[src/rtl/key_debounce_if.sv]
// key_debounce_if: key bundle between the raw buttons and the debouncer
//   key_in      raw active-low buttons (0 = pressed)
//   key_state   debounced level, 1 = pressed
//   key_press   one-cycle pulse on an accepted press
//   key_release one-cycle pulse on an accepted release
//   key_long    one-cycle pulse once per press after the long-hold time
interface key_debounce_if #(
    parameter int NUM_KEYS = 4
);
    logic [NUM_KEYS-1:0] key_in;
    logic [NUM_KEYS-1:0] key_state;
    logic [NUM_KEYS-1:0] key_press;
    logic [NUM_KEYS-1:0] key_release;
    logic [NUM_KEYS-1:0] key_long;
    modport master (output key_in, input key_state, key_press, key_release, key_long);
    modport slave  (input key_in, output key_state, key_press, key_release, key_long);
endinterface

[src/rtl/key_debounce.sv]
// key_debounce: multi-key synchroniser, debouncer and press/release/long-press event generator
//   sys_clk_50M  system clock
//   rst_n        asynchronous active-low reset
//   kif.key_in   raw active-low buttons, asynchronous to the clock
//   kif.key_state / key_press / key_release / key_long  registered per-key results
module key_debounce #(
    parameter int NUM_KEYS        = 4,
    parameter int DEBOUNCE_CYCLES = 1_000_000,
    parameter int LONG_CYCLES     = 50_000_000,
    parameter int CNT_W           = 26
) (
    input  logic          sys_clk_50M,
    input  logic          rst_n,
    key_debounce_if.slave kif
);
    typedef enum logic [1:0] {IDLE, PRESS_DB, HELD, RELEASE_DB} state_t;
    localparam logic [CNT_W-1:0] DB_MAX    = CNT_W'(DEBOUNCE_CYCLES - 1);
    localparam logic [CNT_W-1:0] HOLD_MAX  = CNT_W'(LONG_CYCLES - 1);
    localparam logic [CNT_W-1:0] HOLD_FIRE = CNT_W'(LONG_CYCLES - 2);
    localparam logic [CNT_W-1:0] ONE       = CNT_W'(1);
    state_t              st      [NUM_KEYS];
    state_t              st_nx   [NUM_KEYS];
    logic [CNT_W-1:0]    dcnt    [NUM_KEYS];
    logic [CNT_W-1:0]    dcnt_nx [NUM_KEYS];
    logic [CNT_W-1:0]    hcnt    [NUM_KEYS];
    logic [CNT_W-1:0]    hcnt_nx [NUM_KEYS];
    logic [NUM_KEYS-1:0] s1, s2;
    logic [NUM_KEYS-1:0] state_q, state_nx;
    logic [NUM_KEYS-1:0] press_q, press_nx;
    logic [NUM_KEYS-1:0] rel_q, rel_nx;
    logic [NUM_KEYS-1:0] long_q, long_nx;
    always_ff @(posedge sys_clk_50M or negedge rst_n) begin
        if (!rst_n) begin
            s1      <= '1;
            s2      <= '1;
            state_q <= '0;
            press_q <= '0;
            rel_q   <= '0;
            long_q  <= '0;
            for (int i = 0; i < NUM_KEYS; i++) begin
                st[i]   <= IDLE;
                dcnt[i] <= '0;
                hcnt[i] <= '0;
            end
        end else begin
            s1      <= kif.key_in;
            s2      <= s1;
            state_q <= state_nx;
            press_q <= press_nx;
            rel_q   <= rel_nx;
            long_q  <= long_nx;
            for (int i = 0; i < NUM_KEYS; i++) begin
                st[i]   <= st_nx[i];
                dcnt[i] <= dcnt_nx[i];
                hcnt[i] <= hcnt_nx[i];
            end
        end
    end
    always_comb begin
        state_nx = state_q;
        press_nx = '0;
        rel_nx   = '0;
        long_nx  = '0;
        for (int i = 0; i < NUM_KEYS; i++) begin
            st_nx[i]   = st[i];
            dcnt_nx[i] = dcnt[i];
            hcnt_nx[i] = hcnt[i];
            case (st[i])
                IDLE: begin
                    if (!s2[i]) begin
                        st_nx[i]   = PRESS_DB;
                        dcnt_nx[i] = '0;
                    end
                end
                PRESS_DB: begin
                    if (s2[i]) begin
                        st_nx[i] = IDLE;
                    end else if (dcnt[i] == DB_MAX) begin
                        st_nx[i]    = HELD;
                        press_nx[i] = 1'b1;
                        state_nx[i] = 1'b1;
                        hcnt_nx[i]  = '0;
                    end else begin
                        dcnt_nx[i] = dcnt[i] + ONE;
                    end
                end
                HELD: begin
                    if (s2[i]) begin
                        st_nx[i]   = RELEASE_DB;
                        dcnt_nx[i] = '0;
                    end else begin
                        // hcnt stops at HOLD_MAX, so the long pulse can fire only once per press
                        hcnt_nx[i] = (hcnt[i] < HOLD_MAX) ? hcnt[i] + ONE : hcnt[i];
                        long_nx[i] = (hcnt[i] == HOLD_FIRE);
                    end
                end
                RELEASE_DB: begin
                    // a bounce back to HELD keeps hcnt, so release glitches do not restart the long timer
                    if (!s2[i]) begin
                        st_nx[i] = HELD;
                    end else if (dcnt[i] == DB_MAX) begin
                        st_nx[i]    = IDLE;
                        rel_nx[i]   = 1'b1;
                        state_nx[i] = 1'b0;
                    end else begin
                        dcnt_nx[i] = dcnt[i] + ONE;
                    end
                end
                default: st_nx[i] = IDLE;
            endcase
        end
    end
    assign kif.key_state   = state_q;
    assign kif.key_press   = press_q;
    assign kif.key_release = rel_q;
    assign kif.key_long    = long_q;
endmodule

[src/flat_wrapper.sv]
// flat-port wrapper written by rule: the top's interface ports become plain ports
module key_debounce_flat 
#(
    parameter int NUM_KEYS        = 4,
    parameter int DEBOUNCE_CYCLES = 1_000_000,
    parameter int LONG_CYCLES     = 50_000_000,
    parameter int CNT_W           = 26
)
  (sys_clk_50M, rst_n, kif_key_in, kif_key_state, kif_key_press, kif_key_release, kif_key_long);
  key_debounce_if #(.NUM_KEYS(NUM_KEYS)) kif_i ();
  input  logic sys_clk_50M;
  input  logic rst_n;
  input wire logic [$bits(kif_i.key_in)-1:0] kif_key_in;
  output wire logic [$bits(kif_i.key_state)-1:0] kif_key_state;
  output wire logic [$bits(kif_i.key_press)-1:0] kif_key_press;
  output wire logic [$bits(kif_i.key_release)-1:0] kif_key_release;
  output wire logic [$bits(kif_i.key_long)-1:0] kif_key_long;
  assign kif_i.key_in = kif_key_in;
  assign kif_key_state = kif_i.key_state;
  assign kif_key_press = kif_i.key_press;
  assign kif_key_release = kif_i.key_release;
  assign kif_key_long = kif_i.key_long;
  key_debounce #(.NUM_KEYS(NUM_KEYS), .DEBOUNCE_CYCLES(DEBOUNCE_CYCLES), .LONG_CYCLES(LONG_CYCLES), .CNT_W(CNT_W)) u_core (.sys_clk_50M(sys_clk_50M), .rst_n(rst_n), .kif(kif_i));
endmodule
[config.mk]
export PLATFORM = sky130hd
export DESIGN_NAME = key_debounce_flat
export DESIGN_NICKNAME = d
export VERILOG_FILES = /design/src/rtl/key_debounce_if.sv /design/src/rtl/key_debounce.sv /design/src/flat_wrapper.sv
export SDC_FILE = /design/constraint.sdc
export NUM_CORES = 1
export LEC_CHECK = 0
export CAP_MARGIN = 20
export CORE_UTILIZATION = 40
export CTS_BUF_LIST = sky130_fd_sc_hd__clkbuf_4
export DETAILED_ROUTE_END_ITERATION = 7
export HOLD_SLACK_MARGIN = 0.08
export PLACE_DENSITY = 0.56
export SLEW_MARGIN = 20
export SYNTH_ARGS = -nofsm -noshare
export SYNTH_HDL_FRONTEND = slang
export SYNTH_SLANG_ARGS = --single-unit
[constraint.sdc]
create_clock -name sys_clk_50M -period 3.4 [get_ports sys_clk_50M]
set_input_delay 0.68 -clock sys_clk_50M [delete_from_list [all_inputs] [get_ports sys_clk_50M]]
set_output_delay 0.68 -clock sys_clk_50M [all_outputs]
set_load 0.01 [all_outputs]
# Yosys cells after proc, flatten, opt, wreduce, memory -nomap -nowiden
# Cells that the tools add are included.
# Widths: inputs -> output; s select.
# classes
n_addsub,8
order_cmp,4
n_eq_ne,60
mux,120
reduce_logical,28
# op_table
operator,n
$mux 26,36
$pmux 26 s4,4
$add 26x1->26 const B,8
$pmux 26 s2,4
$eq 26x20->1 const B,4
$eq 26x26->1 const B,4
$lt 26x26->1 const B,4
$mux 2,24
$mux 1,44
$ne 2x1->1 const B,20
$reduce_and 5->1,8
$pmux 2 s4,4
$reduce_and 4->1,8
$ne 2x2->1 const B,12
$eq 2x2->1 const B,8
$reduce_bool 2->1,8
$ne 3x1->1 const B,4
$ne 3x3->1 const B,4
$eq 2x1->1 const B,4
$logic_not 2->1,4
$pmux 1 s2,4
# word_totals
register_bits,240
inputBits,6
output_inout_bits,16
elab_cells,241

# Logic depth before layout (Yosys ltp)
# Gate-level depths: netlist of run 1.
# logic_depth
ltp_word,4
mapped_depth,10
mapped_depth_nobuf,8

# Worst setup path before layout of run 1
# OpenSTA, ideal clock, no wires.
# synth_path
kind,register to register
from,register u_core.dcnt[73] (netlist bit)
to,register u_core.dcnt[52] (netlist bit)
setup_ns,0.125
arrival_time_ns,2.637
t_required_ns,3.275
slack_ns,0.639
stages_incl_launch_ff,7
path_buffers,1
period_less_slack_ns,2.761
cell_sequence,dfrtp_1 > or4b_1 > or4_4 > o31ai_1 > and3_1 > buf_2 > mux2_2
# synth_via
elab_chain_len,4
# synth_rtl
element,line_no,rtl
start: declaration,key_debounce.sv:23,logic [CNT_W-1:0] dcnt [NUM_KEYS];
start signal: indexed assignment,key_debounce.sv:54,dcnt[i] <= dcnt_nx[i];
$eq 26x20->1 *,"key_debounce.sv:78, key_debounce.sv:101",
$mux 26 *,--,
$mux 26 (on tied branches),--,
$pmux 26 s4 *,--,
# Every way passes the cells marked *; elsewhere a longest branch is shown, timed or not. The select of a mux whose other input is x is not followed.
# A chain may end at the register's enable or synchronous reset.

# Worst setup path after layout of run 1
# layout_path
from,register u_core.dcnt[73] (netlist bit)
to,register u_core.hcnt[57] (netlist bit)
# layout_via
elab_chain_len,3
# layout_rtl
element,line_no,rtl
$eq 26x20->1,key_debounce.sv:78,end else if (dcnt[i] == DB_MAX) begin
$ne 2x1->1 (no line),--,
$reduce_and 5->1 (no line),--,
end signal: indexed assignment,key_debounce.sv:55,hcnt[i] <= hcnt_nx[i];
end: declaration,key_debounce.sv:25,logic [CNT_W-1:0] hcnt [NUM_KEYS];
# No other way between the ends.

==> results of run 1 <==
critical path: cells and delay by family (launching register included):
kind                   cells  cell delay [ns]
AO/OA/AOI/OAI              2             0.73
buffers and inverters      1             0.29
flip-flops                 1             0.43
AND/OR/NAND/NOR            3             1.41
cell type report:
cell class	count	area (sq um)
clock inverter	10	38.8
antenna	1	2.50
tap	448	561
multi-input combinational	1210	7210
sequential	240	6020
clock buffer	111	833
timing repair buffer	61	543
fill	3361	18200
inverter	39	146
final timing paths:
| path | startpoint | to | slack (ns) | cells after the start |
|---|---|---|---|---|
| setup / recovery | u_core.dcnt[73] | u_core.hcnt[57] | 0.42 | 6 |
| hold / removal | u_core.s1[0] | u_core.s2[0] | 0.35 | 0 |
| setup reg to reg | u_core.dcnt[73] | u_core.hcnt[57] | 0.42 | 6 |
| hold reg to reg | u_core.s1[0] | u_core.s2[0] | 0.35 | 0 |
| max in group asynchronous | rst_n | u_core.s1[3] | 1.96 | 3 |
| min in group asynchronous | rst_n | u_core.dcnt[56] | 0.56 | 2 |
cell families (layout without fill, tap and decap cells):
| kind of cell | after synthesis | in the layout |
|---|---|---|
| flops | 240 | 240 |
| simple gates | 801 | 801 |
| fa+ha+maj | 24 | 24 |
| compound gates | 296 | 296 |
| xor+xnor | 73 | 73 |
| buf+inv | 111 | 221 |
| other cells | 0 | 1 |
| mux | 16 | 16 |
flip-flops by register name, summed over array words and instances, names as in the netlist, named ones only:
register	cells
u_core.dcnt	104
u_core.hcnt	104
u_core.kif.key_long	4
u_core.kif.key_press	4
u_core.kif.key_release	4
u_core.kif.key_state	4
u_core.s1	4
u_core.s2	4
u_core.st	4
synthesized netlist by cell type, drive strengths merged (23+ instances only):
master	instances	area, sq um
ha	24	300
or3	29	181
nand3	130	651
a21oi	53	265
nand2	169	637
xnor2	41	359
dfrtp	232	5810
xor2	32	280
and3	44	275
or4	36	274
nor3	46	230
a31oi	24	150
o21ai	94	470
clkbuf	66	248
o31ai	23	173
nand4	72	450
nor4	28	175
inv	38	143
nor2	152	571
layer usage:
| layer | GRT usage, % | vias up |
|---|---|---|
| li1 | - | 5952 |
| met1 | 25.9 | 5815 |
| met2 | 28.8 | 205 |
| met3 | 3.87 | 55 |
| met4 | 6.75 | 0 |
| met5 | 0 | - |
stage by stage:
| stage | std cells | utilization [%] | power [W] | setup slack [ns] |
|---|---|---|---|---|
| detailed placement | 1997 | 43.2 | 0.00544 | 0.431 |
| global placement | 1997 | 43.2 | 0.00541 | 0.511 |
| finish | 2120 | 45.8 | 0.00808 | 0.418 |
| floorplan | 1561 | - | 0.00472 | 0.639 |
| CTS | 2119 | 45.8 | 0.00827 | 0.390 |
| global route | 2120 | 45.8 | 0.00870 | 0.271 |
where the power goes:
part           internal, W  switching, W  total [W]
combinational     0.000662       0.00159    0.00225
sequential         0.00297      0.000140    0.00311
clock              0.00147       0.00125    0.00272
==> flow_summary.yaml, run 1 <==
sta:
  finalHoldViolations: 0
  fmax_mhz: 335
  relSlewSlack_pct: 41.8
  maxSlewViolCount: 0
  fin_tns_setup_ns: 0
  fin_skew_ns: 0.0345
  tightest_slew_ns: 0.872
  finalCritPeriodShare_pct: 87.7
  rsz0062_at_grt: "no"
  period_minus_slack_ns: 2.98
  report.final.setup_viol: 0
  hold_ws_ns: 0.354
synth:
  synthesis.nets: 1591
  synth_xor_area_share_pct: 4.68
  synth_ff_type: "dfrtp_1"
  synth_mux_area_share_pct: 1.22
  yosysWarningCount: 0
  ys_ff_latch: 240
  synth-compound-area-share_pct: 14.0
  synthArstFlopShare_pct: 100
  ys_seq_area_share_pct: 44.1
  synth-simple-area-share_pct: 30.7
  syn_area_sq_um: 13700
  ys_types: 67
  synth_fa_ha_area_share_pct: 2.20
  synth_top_family_by_area: "simple AND/OR/NAND/NOR gates"
  synth_cells: 1561
  synth_enable_flop_cells: 0
  avgSynthCellArea_sq_um: 8.74
drt:
  postRouteWirelength_mm: 31.9
  wl_met3_mm: 1.17
  wl_met1_mm: 15.8
  via_per_inst: 5.67
  postRouteAntennaNets: 0
  highest_layer: "met4"
  drt_iter0_drc: 714
  wl_met2_mm: 14.2
  drc: 0
  via_count: 12000
  wl_per_cell_microns: 15.1
  drtPass1Iterations: 6
finish:
  final_cell_mix: "232 x dfrtp_1, 168 x nand2_1, 152 x nor2_1"
  final_common_cell: "dfrtp_1"
  fin_nets: 1654
  final_cell_area_sq_um: 15400
  drive_gt1_share_pct: 11.1
  syn_to_final_growth_pct: 12.5
placement:
  gp_congestion: 0.801
  placed_cell_area_sq_um: 14500
  io_buffer_count: 21
  hpwl_mm: 20.7
setup_path:
  max_stage_delay_ns: 0.54
  start_kind: "flip-flop"
  worstPathArrival_ns: 3.55
  endpoint_kind: "flip-flop"
  cp_slowest_cell: "or4b_1"
  crit_chain: "or4b_1, or4_4, o41ai_4, nand2_2, buf_4, o41ai_1"
  worstSetupPathType: "reg -> reg"
  critPathRequiredTime_ns: 3.97
  path_max_fanout: 24
clock_tree:
  cts_buffer_depth: 3
  holdBufCountCts: 1
  post_cts_buffers: 0
  cts_tree: "yes"
  path_clk_slew_ns: 0.06
  cts-htree-levels: 3
  clkSinkCount: 240
  cts_root_buffer: "clkbuf_4"
  cts_resized: 0
  clk_latency_ns: 0.70
  cts_made_buffers: 72
global_routing:
  grtUsageTotal_pct: 18.7
  grt_pass1_vias: 11500
  grt_start_max_net_pins: 74
  grt.overflow.total: 0
  grt_pass1_wl_mm: 55.4
  antenna_found_initial: 1
floorplanning:
  io_pins: 22
  die_y_microns: 187
  die_x_microns: 187
  rows: 67
  core_sq_um: 33500
  die_area_sq_um: 34900
  initial_core_util_pct: 40.7
power:
  p_leak_nw: 6.37
  powerDensity_nw_per_um2: 526
  vdd_drop_max_mv: 0.355
worst_hold_path:
  hold_path_class: "reg -> reg"
flow_run:
  drv_cap: 0
outcome:
  outcome: "finished, final reports clean"
No activity file was read; power rests on OpenSTA's default activity.
==> inputs of run 2 (changes only) <==
--- a/config.mk
+++ b/config.mk
@@ -7,4 +7,5 @@
 export LEC_CHECK = 0
 export CAP_MARGIN = 20
+export CORE_ASPECT_RATIO = 0.7
 export CORE_UTILIZATION = 40
 export CTS_BUF_LIST = sky130_fd_sc_hd__clkbuf_4
@@ -12,4 +13,5 @@
 export HOLD_SLACK_MARGIN = 0.08
 export PLACE_DENSITY = 0.56
+export SKIP_LAST_GASP = 1
 export SLEW_MARGIN = 20
 export SYNTH_ARGS = -nofsm -noshare
==> constraint.sdc (replaced) <==
create_clock -name sys_clk_50M -period 3.4 [get_ports sys_clk_50M]
set_input_delay 0.85 -clock sys_clk_50M [delete_from_list [all_inputs] [get_ports sys_clk_50M]]
set_output_delay 0.85 -clock sys_clk_50M [all_outputs]
set_load 0.01 [all_outputs]
==> flow_summary.yaml, run 2 (synthesis gave the netlist of run 1 again) <==
outcome:
  outcome: "finished, final reports clean"
placement:
  io_buffer_count: 21
  placed_cell_area_sq_um: 14500
  gp_congestion: 0.819
  dp.cells: 1984
  hpwl_mm: 21.1
finish:
  reg_top3: "u_core.dcnt: 104 flops, u_core.hcnt: 104 flops"
  syn_to_final_growth_pct: 12.1
  post-route-util_pct: 45.6
  drive_gt1_share_pct: 10.7
  fin_nets: 1649
  final_cell_area_sq_um: 15300
  final_common_cell: "dfrtp_1"
  finalNonFillerCells: 2101
  final_cell_mix: "232 x dfrtp_1, 168 x nand2_1, 152 x nor2_1"
floorplanning:
  io_pins: 22
  die_area_sq_um: 34900
  initial_core_util_pct: 40.7
  core_sq_um: 33600
  rows: 56
  die_x_microns: 223
  die_y_microns: 157
sta:
  report.final.setup_viol: 0
  maxSlewViolCount: 0
  hold_ws_ns: 0.355
  rsz0062_at_grt: "no"
  relSlewSlack_pct: 45.1
  period_minus_slack_ns: 2.96
  fmax_mhz: 338
  finalCritPeriodShare_pct: 87.0
  fin_tns_setup_ns: 0
  tightest_slew_ns: 0.824
  finalHoldViolations: 0
  fin_skew_ns: 0.0345
flow_run:
  drv_cap: 0
setup_path:
  ff2ff_path_depth: 7
  critPathRequiredTime_ns: 4.07
  endpoint_kind: "flip-flop"
  start_kind: "flip-flop"
  cp_top_family: "simple AND/OR/NAND/NOR gates"
  max_stage_delay_ns: 0.54
  path_buf_inv: 1
  r2r_end: "u_core.hcnt[58]"
  crit_chain: "or4b_1, or4_4, o41ai_4, nand2_2, buf_4, nor4_1, a211o_1"
  reg2reg_setup_slack_ns: 0.44
  worstSetupPathType: "reg -> reg"
  cp_slowest_cell: "or4_4"
  path_max_fanout: 24
  worstReg2RegStart: "u_core.dcnt[73]"
  worstPathArrival_ns: 3.62
global_routing:
  grt_pass1_vias: 11100
  grt_pass1_wl_mm: 55.8
  grt_start_max_net_pins: 62
  antenna_found_initial: 2
  grt.overflow.total: 0
  grtUsageTotal_pct: 19.3
clock_tree:
  path_clk_slew_ns: 0.06
  cts_buffer_depth: 3
  clk_latency_ns: 0.75
  post_cts_buffers: 0
  cts-htree-levels: 3
  cts_made_buffers: 67
  cts_tree: "yes"
  clkSinkCount: 240
  cts_root_buffer: "clkbuf_4"
power:
  powerDensity_nw_per_um2: 524
  p_leak_nw: 6.33
  vdd_drop_max_mv: 0.364
drt:
  drt_iter0_drc: 922
  drtPass1Iterations: 5
  via_per_inst: 5.70
  postRouteWirelength_mm: 32.7
  wl_per_cell_microns: 15.6
  postRouteAntennaNets: 0
  via_count: 12000
  drc: 0
worst_hold_path:
  min_path_cells: 0
  hold_start: "u_core.s1[3]"
  hold_path_class: "reg -> reg"
  hold_end: "u_core.s2[3]"
==> run 2: cell type report <==
class                   count  area [sq um]
inverters                  39           146
fillers                  3287         18300
flip-flops and latches    240          6020
clock inverters            10          40.0
repair buffers             61           556
well taps                 435           544
multi-input cells        1210          7210
clock buffers             103           773
diodes                      3          7.51
==> run 2: per-layer routing <==
metal / global-route usage [%] / vias up / routed length (microns)
li1: - / 5936 / -
met1: 29.1 / 5722 / 17400
met2: 26.6 / 269 / 13100
met3: 4.56 / 46 / 1670
met4: 6.37 / 0 / 555
met5: 0 / - / 0
==> run 2: worst reg2reg max path, stage by stage (launching register included) <==
cell     delay [ns]
dfrtp_1        0.42
or4b_1         0.53
or4_4          0.54
o41ai_4        0.39
nand2_2        0.34
buf_4          0.31
nor4_1         0.24
a211o_1        0.13
==> run 2: stage by stage <==
step | worst slack [ns] | total power (W)
global route | 0.233 | 0.00857
finish | 0.443 | 0.00801
floorplan | 0.639 | 0.00472
global placement | 0.490 | 0.00540
CTS | 0.435 | 0.00815
detailed placement | 0.427 | 0.00542
==> run 2: timing repair <==
item                                   in CTS  in global routing
resized for setup                           0                  0
endpoints found under the hold margin      56                  0
hold buffers                                1                  0
==> run 2: where the power goes <==
part           total, W  internal [W]  switching, W
Clock           0.00264       0.00137       0.00128
Sequential      0.00311       0.00297      0.000142
Combinational   0.00225      0.000641       0.00161
Total           0.00801       0.00498       0.00303
==> run 2: worst max path at each step <==
stage | slack, ns | to | cells past startpoint | startpoint
2_1_floorplan | 0.64 | u_core.dcnt[52] | 6 | u_core.dcnt[73]
3_3_place_gp | 0.49 | u_core.hcnt[67] | 6 | u_core.dcnt[73]
3_5_place_dp | 0.43 | u_core.hcnt[67] | 6 | u_core.dcnt[73]
4_1_cts | 0.44 | u_core.hcnt[67] | 6 | u_core.dcnt[73]
5_1_grt | 0.23 | u_core.hcnt[54] | 7 | u_core.dcnt[73]
6_report | 0.44 | u_core.hcnt[58] | 7 | u_core.dcnt[73]
